<file path="src/rtl/pwm_fade_ctrl_if.sv">
// Command channel of the PWM fade sequencer: a valid/ready handshake carrying
// the opcode, the target/peak duty and the per-step hold in frames.
interface pwm_fade_ctrl_if #(
  parameter int HOLD_W = 8
);
  logic              cmd_valid;
  logic              cmd_ready;
  logic [1:0]        cmd_op;
  logic [3:0]        cmd_target;
  logic [HOLD_W-1:0] cmd_hold;

  modport master (
    output cmd_valid, cmd_op, cmd_target, cmd_hold,
    input  cmd_ready
  );

  modport slave (
    input  cmd_valid, cmd_op, cmd_target, cmd_hold,
    output cmd_ready
  );
endinterface

</file>
<file path="src/rtl/pwm_fade_ctrl.sv">
// Duty-cycle sequencer for the 16-clock PWM generator: SET, RAMP and BREATHE
// commands, with every duty change landing on a PWM frame boundary.
module pwm_fade_ctrl #(
  parameter int HOLD_W = 8
) (
  input  logic              clk,
  input  logic              reset,
  pwm_fade_ctrl_if.slave    cmd,
  output logic [3:0]        duty,
  output logic              frame_end,
  output logic              busy,
  output logic              done
);

  typedef enum logic [1:0] {OP_SET, OP_RAMP, OP_BREATHE, OP_STOP} op_e;
  typedef enum logic [2:0] {S_IDLE, S_SET_PEND, S_RAMP, S_BR_UP, S_BR_DN} state_e;

  state_e            state_q, state_d;
  logic [3:0]        fcnt_q;
  logic [3:0]        duty_q, duty_d;
  logic [3:0]        target_q, target_d;
  logic [HOLD_W-1:0] hold_q, hold_d;
  logic [HOLD_W-1:0] hcnt_q, hcnt_d;
  logic              done_q, done_d;
  logic              busy_q, ready_q;
  logic              accept;
  logic              step;

  // fcnt_q mirrors the PWM period counter: both reset together and count every clk.
  assign frame_end     = (fcnt_q == 4'd15);
  assign accept        = cmd.cmd_valid & ready_q;
  assign cmd.cmd_ready = ready_q;
  assign duty          = duty_q;
  assign busy          = busy_q;
  assign done          = done_q;

  always_comb begin
    // NOTE: every variable gets a default first so no path can infer a latch.
    state_d  = state_q;
    duty_d   = duty_q;
    target_d = target_q;
    hold_d   = hold_q;
    hcnt_d   = hcnt_q;
    done_d   = 1'b0;
    step     = 1'b0;

    if (accept) begin
      // A new command preempts any running operation; the old one never steps.
      target_d = cmd.cmd_target;
      hold_d   = cmd.cmd_hold;
      hcnt_d   = '0;
      case (op_e'(cmd.cmd_op))
        OP_SET:  state_d = S_SET_PEND;
        OP_RAMP: begin
          if (cmd.cmd_target == duty_q) begin
            done_d  = 1'b1;
            state_d = S_IDLE;
          end else begin
            state_d = S_RAMP;
          end
        end
        OP_BREATHE: begin
          if (cmd.cmd_target == 4'd0)       state_d = S_IDLE;
          else if (duty_q < cmd.cmd_target) state_d = S_BR_UP;
          else                              state_d = S_BR_DN;
        end
        default: state_d = S_IDLE;
      endcase
    end else if (frame_end) begin
      if (state_q == S_SET_PEND) begin
        duty_d  = target_q;
        done_d  = 1'b1;
        state_d = S_IDLE;
      end else if (state_q inside {S_RAMP, S_BR_UP, S_BR_DN}) begin
        if (hcnt_q == hold_q) begin
          step   = 1'b1;
          hcnt_d = '0;
        end else begin
          hcnt_d = hcnt_q + HOLD_W'(1);
        end
      end
    end

    if (step) begin
      case (state_q)
        S_RAMP: begin
          duty_d = (target_q > duty_q) ? duty_q + 4'd1 : duty_q - 4'd1;
          if (duty_d == target_q) begin
            done_d  = 1'b1;
            state_d = S_IDLE;
          end
        end
        S_BR_UP: begin
          if (duty_q != 4'd15) duty_d = duty_q + 4'd1;
          if (duty_d >= target_q) state_d = S_BR_DN;
        end
        S_BR_DN: begin
          if (duty_q != 4'd0) duty_d = duty_q - 4'd1;
          if (duty_d == 4'd0) state_d = S_BR_UP;
        end
        default: ;
      endcase
    end
  end

  // NOTE: state uses non-blocking assignments so every register samples pre-edge values.
  always_ff @(posedge clk or posedge reset) begin
    if (reset) begin
      state_q  <= S_IDLE;
      fcnt_q   <= 4'd0;
      duty_q   <= 4'd0;
      target_q <= 4'd0;
      hold_q   <= '0;
      hcnt_q   <= '0;
      done_q   <= 1'b0;
      busy_q   <= 1'b0;
      ready_q  <= 1'b1;
    end else begin
      state_q  <= state_d;
      fcnt_q   <= fcnt_q + 4'd1;
      duty_q   <= duty_d;
      target_q <= target_d;
      hold_q   <= hold_d;
      hcnt_q   <= hcnt_d;
      done_q   <= done_d;
      busy_q   <= (state_d != S_IDLE);
      ready_q  <= (state_d != S_SET_PEND);
    end
  end

endmodule

</file>
<file path="src/flat_wrapper.sv">
// flat-port wrapper written by rule: the top's interface ports become plain ports
module pwm_fade_ctrl_flat 
#(
  parameter int HOLD_W = 8
)
  (clk, reset, duty, frame_end, busy, done, cmd_cmd_valid, cmd_cmd_op, cmd_cmd_target, cmd_cmd_hold, cmd_cmd_ready);
  pwm_fade_ctrl_if #(.HOLD_W(HOLD_W)) cmd_i ();
  input  logic clk;
  input  logic reset;
  output logic [3:0] duty;
  output logic frame_end;
  output logic busy;
  output logic done;
  input wire logic [$bits(cmd_i.cmd_valid)-1:0] cmd_cmd_valid;
  input wire logic [$bits(cmd_i.cmd_op)-1:0] cmd_cmd_op;
  input wire logic [$bits(cmd_i.cmd_target)-1:0] cmd_cmd_target;
  input wire logic [$bits(cmd_i.cmd_hold)-1:0] cmd_cmd_hold;
  output wire logic [$bits(cmd_i.cmd_ready)-1:0] cmd_cmd_ready;
  assign cmd_i.cmd_valid = cmd_cmd_valid;
  assign cmd_i.cmd_op = cmd_cmd_op;
  assign cmd_i.cmd_target = cmd_cmd_target;
  assign cmd_i.cmd_hold = cmd_cmd_hold;
  assign cmd_cmd_ready = cmd_i.cmd_ready;
  pwm_fade_ctrl #(.HOLD_W(HOLD_W)) u_core (.clk(clk), .reset(reset), .cmd(cmd_i), .duty(duty), .frame_end(frame_end), .busy(busy), .done(done));
endmodule
</file>
<file path="config.mk">
export PLATFORM = sky130hd
export DESIGN_NAME = pwm_fade_ctrl_flat
export DESIGN_NICKNAME = d
export VERILOG_FILES = /design/src/rtl/pwm_fade_ctrl_if.sv /design/src/rtl/pwm_fade_ctrl.sv /design/src/flat_wrapper.sv
export SDC_FILE = /design/constraint.sdc
export NUM_CORES = 1
export LEC_CHECK = 0
export ABC_AREA = 1
export CORE_ASPECT_RATIO = 1.2
export CORE_MARGIN = 2
export CORE_UTILIZATION = 30
export DETAILED_ROUTE_END_ITERATION = 8
export PLACE_DENSITY_LB_ADDON = 0.1
export SYNTH_ARGS = -nofsm -noshare
export SYNTH_HDL_FRONTEND = slang
export SYNTH_SLANG_ARGS = --single-unit
export TNS_END_PERCENT = 10
</file>
<file path="constraint.sdc">
create_clock -name clk -period 2.7 [get_ports clk]
set_clock_uncertainty 0.05 [all_clocks]
set_input_delay 0.54 -clock clk [delete_from_list [all_inputs] [get_ports clk]]
set_output_delay 0.54 -clock clk [all_outputs]
set_load 0.005 [all_outputs]
</file>
; ---- Word level (Yosys, flattened, before mapping)
; Index checks and enable logic that the tools add are counted.
[totals]
regBits = 34
latchBits = 0
ram_bits = 0
rom_bits = 0
word_cells = 81
mem_count = 0
[classes]
addsub = 4
multipliers = 0
div_mod_pow = 0
n_lt_le_gt_ge = 3
n_eq_ne = 13
n_shift = 0
mux = 42
n_bitwise = 1
n_reduce_logical = 9
[op_table]
columns = cell, count
row1 = 4-bit two-way mux, 11
row2 = 8-bit two-way mux, 5
row3 = 3-bit two-way mux, 9
row4 = 3-bit case mux with 3 select lines, 2
row5 = 1-bit two-way mux, 13
row6 = 4-bit case mux with 3 select lines, 1
row7 = 4-bit by 1-bit adder with 4-bit output (second input constant), 2
row8 = 8-bit by 1-bit adder with 8-bit output (second input constant), 1
row9 = 4-bit == test, 2
row10 = 8-bit == test, 1
row11 = 4-bit zero test, 2
row12 = 3-bit by 2-bit == test with 1-bit output (second input constant), 2
row13 = 3-bit nonzero test, 2
row14 = 4-bit == test (second input constant), 1
row15 = 4-bit greater-or-equal comparator, 1
row16 = 4-bit greater-than comparator, 1
row17 = 4-bit less-than comparator, 1
row18 = 4-bit inequality test (second input constant), 1
row19 = 2-bit nonzero test, 2
row20 = 4-bit nonzero test, 1
row21 = 4-bit by 1-bit subtractor with 4-bit output (second input constant), 1
row22 = 3-bit by 1-bit == test with 1-bit output (second input constant), 1
row23 = 3-bit == test (second input constant), 1
row24 = 3-bit by 1-bit inequality test with 1-bit output (second input constant), 1
row25 = 7 further kinds, 7

; ---- Depth between registers and ports, before layout
[logic_depth]
depth_word = 12
depth_mapped = 20
depth_no_buf = 20

; ---- Least setup slack after synthesis
; No wires, ideal clock.
[synth_timing]
path_kind = input to register
from = input port cmd_cmd_valid
to = register u_core.busy_q, in the netlist u_core.busy
setup_ns = 0.121
t_arrival_ns = 2.323
path_slack_ns = 0.207
stages = 17
cell_sequence = nand2_1 -> buf_2 -> nand3_1 -> and2_1 -> nand2_1 -> o21ai_0 -> ha_1 -> inv_1 -> nor2_1 -> o211ai_1 -> nand3_1 -> nor2_1 -> nor3_1 -> nand2_1 -> and2_4 -> nor2_2 -> nand2_1
[synth_via]
elab_chain_cells = 10
[synth_rtl]
columns = item, line_no
row1 = start: declaration, flat_wrapper.sv:14  ; input wire logic [$bits(cmd_i.cmd_valid)-1:0] cmd_cmd_valid;
row2 = 1-bit bitwise AND (*), pwm_fade_ctrl.sv:31  ; assign accept = cmd.cmd_valid & ready_q;
row3 = 4-bit two-way mux, pwm_fade_ctrl.sv:47  ; if (accept) begin
row4 = "4-bit two-way mux, on equally long branches", "pwm_fade_ctrl.sv:94, pwm_fade_ctrl.sv:98"
row5 = 4-bit two-way mux, pwm_fade_ctrl.sv:85  ; case (state_q)
row6 = 4-bit two-way mux, pwm_fade_ctrl.sv:84  ; if (step) begin
row7 = 4-bit greater-or-equal comparator or 4-bit zero test (tied branches), "pwm_fade_ctrl.sv:95, pwm_fade_ctrl.sv:99"
row8 = "3-bit two-way mux, on equally long branches", "pwm_fade_ctrl.sv:95, pwm_fade_ctrl.sv:99"
row9 = 3-bit case mux with 3 select lines, pwm_fade_ctrl.sv:85
row10 = 3-bit two-way mux (*), pwm_fade_ctrl.sv:84
row11 = net u_core.state_d[0], pwm_fade_ctrl.sv:18  ; state_e state_q, state_d;
row12 = 3-bit nonzero test (*), pwm_fade_ctrl.sv:126  ; busy_q <= (state_d != S_IDLE);
row13 = end signal: assignment, pwm_fade_ctrl.sv:126
row14 = end: declaration, pwm_fade_ctrl.sv:25  ; logic busy_q, ready_q;
; Mark *: on every way through the listed nets, which the timed path passes. The rest lies on a longest branch. The select of a mux whose other input is x is not followed.
; A chain may end at the register's enable or synchronous reset.

; ---- Worst setup path in the final report
[layout_timing]
from = register u_core.fcnt_q[0]
to = register u_core.busy_q, in the netlist u_core.busy
[layout_via]
elab_chain_cells = 11
[layout_rtl]
columns = item, line_no
row1 = start: declaration, pwm_fade_ctrl.sv:19  ; logic [3:0] fcnt_q;
row2 = start signal: assignment, pwm_fade_ctrl.sv:120  ; fcnt_q <= fcnt_q + 4'd1;
row3 = 4-bit == test (*), pwm_fade_ctrl.sv:30  ; assign frame_end = (fcnt_q == 4'd15);
row4 = 4-bit two-way mux, pwm_fade_ctrl.sv:69  ; end else if (frame_end) begin
row5 = 4-bit two-way mux, pwm_fade_ctrl.sv:47
row6 = "4-bit two-way mux, on equally long branches", "pwm_fade_ctrl.sv:94, pwm_fade_ctrl.sv:98"
row7 = 4-bit two-way mux, pwm_fade_ctrl.sv:85
row8 = 4-bit two-way mux, pwm_fade_ctrl.sv:84
row9 = 4-bit greater-or-equal comparator or 4-bit zero test (tied branches), "pwm_fade_ctrl.sv:95, pwm_fade_ctrl.sv:99"
row10 = "3-bit two-way mux, on equally long branches", "pwm_fade_ctrl.sv:95, pwm_fade_ctrl.sv:99"
row11 = 3-bit case mux with 3 select lines, pwm_fade_ctrl.sv:85
row12 = 3-bit two-way mux (*), pwm_fade_ctrl.sv:84
row13 = net u_core.state_d[0], pwm_fade_ctrl.sv:18
row14 = 3-bit nonzero test (*), pwm_fade_ctrl.sv:126
; Marks and branches as above.

==> implementation parameters <==
Parameter                              Value

Timing
  Max-slew headroom at the worst pin ... 0.686
  Upper clock frequency limit ... around 400 MHz
  Actual slew at the worst max-slew pin ... 470 ps
  Worst hold margin ... between 400 and 500 ps
  Final Max Slew Viols ... 0
  Clock period minus worst slack ... between 2000 and 3000 ps
  Setup repair after global routing missed its margin ... yes
  Final setup TNS ... 0 ps
  Ratio of final minimum period to clock period ... 0.942
  Final Hold Fails ... 0
  Setup violation total in the final timing report ... 0

Yosys
  Netlist cell types ... 36
  Syn Std Cell Area ... between 2000 and 2500 µm²
  Share of synthesized area occupied by flip-flops and latches ... 0.342
  Number of cells produced by synthesis ... approximately 350
  Number of synthesized register bits ... 34
  Mean Syn Cell Area ... 7.14 µm²
  Syn nets ... around 380
  Synth warn ... 0

Clocking
  CTS tree ... built
  Maximum buffer depth of the clock tree ... 2
  Root buffer cell ... sky130_fd_sc_hd__clkbuf_8
  Clock-pin slew on the worst setup and hold paths ... 70 ps
  Clock latency reported for the late side of the worst-skew pair ... ~280 ps
  Number of buffers added by the clock tree synthesis step ... 5
  CTS H-Tree Depth ... 2
  Clock sinks ... 34

Detailed routing
  Routed vias ... ~2400
  First-pass iteration count of the detailed router ... 4
  Routed vias/inst ... 4.77
  Average detailed-routed wire length per instance ... 13.4 µm
  Post-detailed-routing wire length ... about 6700 µm
  Drt drc ... 0
  DRT antenna net count ... 0
  Initial DRC Count ... 71

Pwr
  Peak supply drop ... 0.000366 V
  Leakage Power ... 1.60 nW
  Power per Cell Area ... 984 nW/µm²
  Power Total ... between 3 and 4 mW

Setup path
  Top fanout value on the critical path ... 4
  Endpoint class of the critical path ... flip-flop
  Path type of the worst setup path ... reg2reg
  Element type at the critical path start ... flip-flop
  WP data required ... 2820 ps
  Data arrival time of the critical path ... between 2000 and 3000 ps

Job
  Max-cap check violation count ... 0

Final layout
  Final core occ ... 0.394
  Fraction of final layout cells with drive strength greater than 1 ... 0.214
  Fin nets ... about 430
  Multi-input gate area in the final layout ... 1470 µm²
  Leading cell types in the layout, fill and taps excluded ... sky130_fd_sc_hd__nand2_1 (93), sky130_fd_sc_hd__inv_1 (43), sky130_fd_sc_hd__dfrtp_1 (31), sky130_fd_sc_hd__nand3_1 (30), sky130_fd_sc_hd__buf_4 (26)
  Fill cell instance count of the final layout ... just under 900
  Most common cell after layout, fill and taps aside ... sky130_fd_sc_hd__nand2_1
  Count of antenna diodes in the layout ... 0
  FF+latch area ... 855 µm²
  Layout overhead on the synthesized area ... 28.4%

Placed design
  Weighted congestion at the end of routability-driven global placement ... roughly 0.87
  Port Buffer Count ... 24
  Detail Placement HPWL ... 5160 µm

Die
  Number of cell rows ... 36
  Std-Cell Core Area ... 8110 µm²
  Die area ... around 9000 µm²
  Num ports ... 25
  Initial Utilization ... 0.307
  Die extent in y ... 104 µm
  Die X-Extent ... 87.2 µm

Global routing
  First-pass GRT wire length ... 11100 µm
  Global Route Usage Sum ... 0.155
  Pin count of the biggest net entering global routing ... 35
  Number of antenna violations at the first check in global routing ... 0
  Number of global-route vias before repair ... 2399
  Leftover overflow at the end of global routing ... 0

Min path
  Path type of the worst min-delay path ... reg2reg

Run status
  Outcome ... complete, no violations
sequential cells by signal, summed over array words and instances, names as in the netlist:
name and flops:
u_core.duty 4, u_core.cmd.cmd_ready 1, u_core.hcnt_q 8, u_core.hold_q 8, u_core.done 1, u_core.state_q 3, u_core.fcnt_q 4, u_core.target_q 4
u_core.busy 1
synth_stat cells (all sizes together):
library cell / instances / share of area
nand2: 105 / 0.17
inv: 53 / 0.080
nand3: 38 / 0.091
dfrtp: 33 / 0.33
a21oi: 25 / 0.052
nor2: 23 / 0.049
o21ai: 17 / 0.034
ha: 16 / 0.080
nand4: 7 / 0.018
or2: 4 / 0.010
xnor2: 4 / 0.014
a21boi: 3 / 0.0090
and2: 3 / 0.0085
clkbuf: 3 / 0.0045
a41oi: 2 / 0.0070
buf: 2 / 0.0065
nor3: 2 / 0.0040
xor2: 2 / 0.0070
a221oi: 1 / 0.0035
a22oi: 1 / 0.0030
clkinv: 1 / 0.0015
dfstp: 1 / 0.011
o211ai: 1 / 0.0030
o221ai: 1 / 0.0035
o22ai: 1 / 0.0025
timing repair:
| action | CTS | global route |
|---|---|---|
| resized for setup | 1 | 21 |
| pin swaps | 0 | 11 |
| buffers inserted | 0 | 2 |
| endpoints found under the setup margin | 1 | 5 |
| cloned | 0 | 0 |
| hold buffers | 0 | 0 |
power breakdown:
part           internal, mW  switching, mW
clock network         0.296          0.190
logic                 0.771           1.07
registers             0.653          0.163
kinds of logic (layout without fill, tap and decap cells):
group	after synthesis	count (layout)	synth area share
and+or+nand+nor	182	182	0.347
buffers and inverters	59	111	0.0924
adders and majority gates	16	16	0.0804
xor gates and xnor gates	6	6	0.0211
DFF	34	34	0.342
AOI/OAI and AO/OA	52	52	0.118
final cells by class:
cell class / count / share of cell area
Multi-Input combinational cell: 256 / 0.460
Sequential cell: 34 / 0.267
Timing Repair Buffer: 50 / 0.137
Inverter: 54 / 0.0634
Tap cell: 95 / 0.0372
Clock buffer: 6 / 0.0258
Clock inverter: 1 / 0.00939
layer usage:
layer / vias to the layer above / global-route usage / wire, µm
li1: 1228 / - / -
met1: 1092 / 0.197 / 3030
met2: 34 / 0.268 / 3310
met3: 12 / 0.0207 / 169
met4: 0 / 0.0462 / 148
met5: - / 0 / 0
final timing paths:
kind | from | to | slack (ps) | cells past startpoint
setup / recovery | u_core.fcnt_q[0] | u_core.busy | 160 | 17
hold / removal | u_core.fcnt_q[0] | u_core.fcnt_q[0] | 440 | 1
setup reg to reg | u_core.fcnt_q[0] | u_core.busy | 160 | 17
hold reg to reg | u_core.fcnt_q[0] | u_core.fcnt_q[0] | 440 | 1
max in group asynchronous | reset | u_core.duty[2] | 1630 | 3
min in group asynchronous | reset | u_core.fcnt_q[0] | 610 | 3
through the flow:
step	instance area [µm²]	instances	setup slack [ps]
floorplan	2490	349	207
global placement	3000	487	-295
detailed placement	3000	487	-333
CTS	3120	494	18.0
global route	3200	496	-26.0
finish	3200	496	157
worst max-delay path, cell delays in order (launching register included):
cell                      delay [ps]
sky130_fd_sc_hd__dfrtp_1         400
sky130_fd_sc_hd__ha_4            160
sky130_fd_sc_hd__nand3_4          90
sky130_fd_sc_hd__nor2_4          140
sky130_fd_sc_hd__nand2_2          70
sky130_fd_sc_hd__buf_4           150
sky130_fd_sc_hd__nand2_2          60
sky130_fd_sc_hd__and2_4          140
sky130_fd_sc_hd__o21ai_2          70
sky130_fd_sc_hd__ha_2            320
sky130_fd_sc_hd__nand4_1         110
sky130_fd_sc_hd__nand3_2          90
sky130_fd_sc_hd__nor2_1           40
sky130_fd_sc_hd__nor3_1          150
sky130_fd_sc_hd__nand2_1         110
sky130_fd_sc_hd__and2_4          180
sky130_fd_sc_hd__nor2_2           60
sky130_fd_sc_hd__nand2_1          50
Power figures use the tool's default switching activity.
